### src/rtl/risc_fetch.sv
// Instruction fetch: owns the PC, addresses the ROM, latches the word into an IR for decode; resolves GOTO locally.
// Latency: rom_addr -> IR in one cycle, one instruction per cycle, GOTO target fetched with no bubble.
// Backpressure: IR holds while out_valid && !out_ready; redirect flushes the IR regardless of run/out_ready.
module risc_fetch #(
    parameter logic [31:0] RESET_PC    = 32'h0000_0000,
    parameter logic [5:0]  GOTO_OPCODE = 6'h02
) (
    input  logic        clk,
    input  logic        rst_n,
    input  logic        run,
    output logic [31:0] rom_addr,
    input  logic [31:0] rom_data,
    input  logic        redirect_valid,
    input  logic [31:0] redirect_target,
    output logic        out_valid,
    input  logic        out_ready,
    output logic [31:0] out_instr,
    output logic [31:0] out_pc,
    output logic        out_is_jump,
    output logic [31:0] fetch_count
);

    logic [31:0] pc;
    logic        advance;
    logic        fetch_is_jump;
    logic [31:0] seq_pc;
    logic [31:0] jump_ofs;
    logic [31:0] next_pc;

    assign rom_addr = pc;

    // The IR slot is free when empty or being consumed this same cycle.
    assign advance       = run && (!out_valid || out_ready);
    assign fetch_is_jump = (rom_data[31:26] == GOTO_OPCODE);
    assign seq_pc        = pc + 32'd4;

    // Signed 26-bit word offset, scaled to bytes, relative to the sequential PC.
    assign jump_ofs = {{4{rom_data[25]}}, rom_data[25:0], 2'b00};
    assign next_pc  = fetch_is_jump ? (seq_pc + jump_ofs) : seq_pc;

    always_ff @(posedge clk) begin
        if (!rst_n) begin
            pc          <= RESET_PC;
            out_valid   <= 1'b0;
            out_instr   <= 32'h0;
            out_pc      <= 32'h0;
            out_is_jump <= 1'b0;
            fetch_count <= 32'h0;
        end else if (redirect_valid) begin
            pc        <= redirect_target & ~32'h3;
            out_valid <= 1'b0;
        end else if (advance) begin
            pc          <= next_pc;
            out_valid   <= 1'b1;
            out_instr   <= rom_data;
            out_pc      <= pc;
            out_is_jump <= fetch_is_jump;
            fetch_count <= fetch_count + 32'd1;
        end else if (out_ready) begin
            // Draining with run low: decode takes the IR, nothing refills it.
            out_valid <= 1'b0;
        end
    end

endmodule
### config.mk
export PLATFORM = sky130hd
export DESIGN_NAME = risc_fetch
export DESIGN_NICKNAME = d
export VERILOG_FILES = /design/src/rtl/risc_fetch.sv
export SDC_FILE = /design/constraint.sdc
export NUM_CORES = 1
export LEC_CHECK = 0
export ABC_AREA = 1
export ABC_CLOCK_PERIOD_IN_PS = 5200
export BUFFER_PORTS_ARGS = -buffer_cell sky130_fd_sc_hd__clkbuf_2
export CAP_MARGIN = 20
export CORE_MARGIN = 2
export CORE_UTILIZATION = 40
export DETAILED_ROUTE_END_ITERATION = 16
export GPL_TIMING_DRIVEN = 1
export PLACE_DENSITY_LB_ADDON = 0.12
export SLEW_MARGIN = 20
export SYNTH_ARGS = -nofsm -noshare
export SYNTH_HDL_FRONTEND = slang
export SYNTH_SLANG_ARGS = --single-unit
### constraint.sdc
create_clock -name clk -period 5.2 [get_ports clk]
set_input_delay 0.52 -clock clk [delete_from_list [all_inputs] [get_ports clk]]
set_output_delay 0.52 -clock clk [all_outputs]
set_load 0.02 [all_outputs]
* Word level (Yosys, flattened, before mapping) *
Cells that the tools add are included.

storage, ports and cells
  flip-flop bits (word level) = 130
  bits of input ports = 69
  output and inout port bits = 130
  logic and storage cells = 25

operators by class
  $add $sub $neg = 3
  equal/unequal tests = 1
  multiplexer cells = 5
  bitwise operators = 2
  reductions and logical operators = 7

operator list
  kind                                                             number
  32-bit two-way mux                                               3
  32-bit by 1-bit adder with 32-bit output, second input constant  1
  32-bit by 3-bit adder with 32-bit output, second input constant  1
  32-bit adder                                                     1
  6-bit by 2-bit == test with 1-bit output, second input constant  1
  2-bit nonzero test                                               2
  1-bit two-way mux                                                2
  1-bit NOT                                                        2
  2-bit AND reduction                                              1
  2-bit OR reduction                                               1
  1-bit logical AND                                                1
  1-bit zero test                                                  1
  1-bit logical OR                                                 1

* Longest topological paths before layout *
  depth after elaboration = 5
  mapped depth = 26
  gate-level depth less buffers = 26

* Worst setup path after synthesis *
No wires, ideal clock.

  path kind = reg2reg
  from = register pc[3], in the netlist rom_addr[3]
  to = register pc[29], in the netlist rom_addr[29]
  library setup time = 132 ps
  data arrival time = 2,637 ps
  required time = 5,068 ps
  setup slack = 2,431 ps
  stages on the path, launching flop included = 17
  path buffers = 0
  clock period less this slack = 2,769 ps
  path through = dfxtp_1 ha_1 nand3_1 nor3_4 nand4_1 xor2_1 inv_1 ha_1 nand2_1 nor2_1 nand2_1 nor3_1 nand2_1 nand3_1 nand2_1 o21ai_0 a21oi_1

on the way
  cells in the longest elaborated chain, start to end = 5

RTL lines
  what                                          RTL line  source
  start, declared                               23        logic [31:0] pc;
  start signal, assigned                        50        pc <= redirect_target & ~32'h3;
  start signal, assigned                        53        pc <= next_pc;
  32-bit by 3-bit adder with 32-bit output (*)  35        assign seq_pc = pc + 32'd4;
  32-bit adder                                  39        assign next_pc = fetch_is_jump ? (seq_pc + jump_ofs) : seq_pc;
  32-bit two-way mux (*)                        39
  32-bit two-way mux (*)                        52        end else if (advance) begin
  32-bit two-way mux (*)                        49        end else if (redirect_valid) begin

Mark *: on every way between the ends. The rest lies on a longest branch, timed or not. The select of a mux whose other input is x is not followed.
A chain may end at the register's enable or synchronous reset.

* Worst setup path in the final report *
  from = register pc[3], in the netlist rom_addr[3]
  to = register pc[24], in the netlist rom_addr[24]

The elaborated chain is that of the path after synthesis.

==> flow_metrics.tcl <==
set metrics [dict create \
    status "finished, final reports clean" \
    hold_buffers 0 \
    gp_congestion 0.932 \
    firstDrtPassIters 5 \
    cp.depth 14 \
    power_frac_seq 0.363 \
    multi_input_area_um2 5100 \
    crit_fanout 6 \
    rsz0062_at_grt "no" \
    finClkSkew_ps 11.5 \
    numPortBuffers 192 \
    gr-max-usage-layer "met2" \
    cap_violations 0 \
    htreeDepth 4 \
    p_leak_nw 4.91 \
    rows 53 \
    coreArea_um2 20800 \
    ctsLongestPathBuffers 2 \
    rr_endpoint "rom_addr[24]" \
    syn_to_final_growth_pct 21.3 \
    vias 9042 \
    track_usage 0.261 \
    synth_top_flop_cell "dfxtp_1" \
    critPathKind "reg -> reg" \
    path_common_cell "nand4_1" \
    crit_family "simple AND/OR/NAND/NOR gates" \
    final.period_utilization 0.675 \
    ys_seq_area_frac 0.300 \
    die_w_um 149 \
    ir_drop_uv 231 \
    drc 0 \
    path_cells "ha_1 > nand3_1 > nor3_4 > nand4_1 > xor2_1 > inv_1 > ha_1 > nand2_1 > nor3_1 > nand4_1 > nand4_1 > nand3_1 > nand2_1 > a21oi_1" \
    met1_usage 0.355 \
    power.total_w 0.00295 \
    worstSkewPairLatency_ps 430 \
    hp-class "in -> reg" \
    hold_ws_ps 348 \
    p_int_w 0.00203 \
    synth_top_area_cell "dfxtp_1" \
    gr-total-overflow 0 \
    p_comb_frac 0.195 \
    cts_setup_buffers 0 \
    critPathBufInv 1 \
    ios 199 \
    drive_gt1_frac 0.186 \
    p_per_area_nw_per_um2 290 \
    yosysWarnings 0 \
    clkTransAtPathRegs_ps 60 \
    final_area_um2 10200 \
    fin_crit_ps 3510 \
    relSlewSlack 0.372 \
    postCtsResizedCells 0 \
    slew_viol_final 0 \
    synth.top_cell.area_share 0.300 \
    ctsRootBufferMaster "clkbuf_16" \
    cts_buffers 17 \
    antenna_found_initial 0 \
    die_area_um2 22200 \
    first_global_vias 8348 \
    synthDistinctLibCells 48 \
    fillers 2224 \
    vias_per_cell 5.08 \
    arrival_ps 3780 \
    critPathMaxStageDelay_ps 470 \
    holdPathStages 3 \
    rr_worst_depth 14 \
    r2r_start "rom_addr[3]" \
    cp_data_required_time_ps 5470 \
    syn_area_um2 8410 \
    nets 1599 \
    grt_pass1_wl_mm 45.0 \
    cp_slowest_cell "dfxtp_1" \
    numClockSinks 126 \
    postPlaceCellArea_um2 9570 \
    use_met3 0.0514 \
    rrSetupSlack_ps 1690 \
    ys_ff_latch 126 \
    cts_tree "yes" \
    ant_nets 0 \
    p_clk_frac 0.442 \
    tightest_slew_ps 942 \
    hold_viol 0 \
    grt_max_degree 98 \
    groute.layer.met2.usage 0.406 \
    synth_edf_count 0 \
    drt_iter0_markers 536 \
    fin_util 0.490 \
    fmax_mhz 285 \
    critPathLaunch "rom_addr[3]" \
    synth_cells 1318 \
    cp-start-kind "flop" \
    p_sw_frac 0.313 \
    routed_wl_mm 28.7 \
    synthTopCellsByArea "dfxtp_1 (30%), nand2_1 (14%), nor2_1 (8.8%)" \
    setup_violations 0 \
    start_util 0.404 \
    post_drt_wl_per_cell_um 16.1 \
    seq_area_um2 2520 \
    die_h_um 149 \
    antennaDiodeCount 0 \
    final.setup.tns_ps 0 \
    async_flop_share 0 \
    critPathCapture "rom_addr[24]" \
    dp_hpwl_mm 21.9 \
    worstSetupEndpointType "flop" \
    avgSynthCellArea_um2 6.38 \
    p_sw_w 0.000924 \
]
-- metrics by stage --
stage | cells | setup WS, ps
3_3_place_gp | 1747 | 1740
2_1_floorplan | 1321 | 2430
5_1_grt | 1779 | 1500
3_5_place_dp | 1747 | 1770
4_1_cts | 1779 | 1750
6_report | 1779 | 1690
-- cells by family (layout without fill, tap and decap cells) --
kind of cell	after synthesis	in the layout	share of synthesized area
xor gates and xnor gates	44	44	0.0458
and+or+nand+nor	666	666	0.347
AOI/OAI and AO/OA	238	238	0.153
adders and majority gates	39	39	0.0589
DFF	126	126	0.300
buffers and inverters	204	387	0.0944
other	1	4	0.000446
-- placed cells by master, fill, tap and decap left out, types with 17 or more instances in the layout --
cell	n
a21oi_1	88
clkbuf_16	17
clkbuf_2	192
dfxtp_1	126
ha_1	38
inv_1	151
nand2_1	313
nand3_1	48
nand4_1	22
nor2_1	196
nor3_1	26
o21ai_0	104
xnor2_1	26
xor2_1	18
-- final cells by class --
type	instances	area share
clock inverter	12	0.0180
timing repair buffer	199	0.0994
tap	275	0.0337
sequential	126	0.247
clock buffer	20	0.0438
inverter	156	0.0574
multi-input combinational	991	0.500
-- power by group through the flow --
stage / Clock (W) / Combinational [W] / Sequential [W]
floorplan: 0 / 0.000328 / 0.00114
global route: 0.00136 / 0.000643 / 0.00108
finish: 0.00131 / 0.000575 / 0.00107
global placement: 0 / 0.000571 / 0.00109
CTS: 0.00132 / 0.000577 / 0.00107
detailed placement: 0 / 0.000573 / 0.00109
-- synth_stat cells (9+ instances only) --
cell	number
xnor2_1	26
dfxtp_1	126
nor4_1	9
clkbuf_1	34
nor3_1	26
ha_1	38
nor2_1	196
nand4_1	22
nand3_1	48
nand2_2	11
a31oi_1	11
o21ai_0	104
xor2_1	18
a21oi_1	88
nand2_1	313
inv_1	151
-- worst min-delay path by stage --
stage | start | end | slack (ps)
floorplan | out_is_jump | out_is_jump | 540
global placement | out_is_jump | out_is_jump | 460
detailed placement | out_is_jump | out_is_jump | 470
CTS | redirect_target[9] | rom_addr[9] | 330
global route | rom_data[29] | out_instr[29] | 350
finish | rom_data[28] | out_instr[28] | 350
-- flip-flops by register name, summed over array words and instances (netlist names) --
name / flops
rom_addr: 30
out_valid: 1
out_pc: 30
fetch_count: 32
out_is_jump: 1
out_instr: 32
-- per-layer routing --
layer / vias to the layer above / part of all wire
li1: 4606 / -
met1: 4044 / 0.46
met2: 338 / 0.43
met3: 54 / 0.076
met4: 0 / 0.036
met5: - / 0
-- worst register-to-register path: cells and delay by family, from the launching register on --
kind / cells / cell delay [ps]
simple gates: 9 / 1900
fa+ha+maj: 2 / 600
flops: 1 / 470
xor+xnor: 1 / 220
buf+inv: 1 / 100
compound gates: 1 / 60
Power figures use the tool's default switching activity.
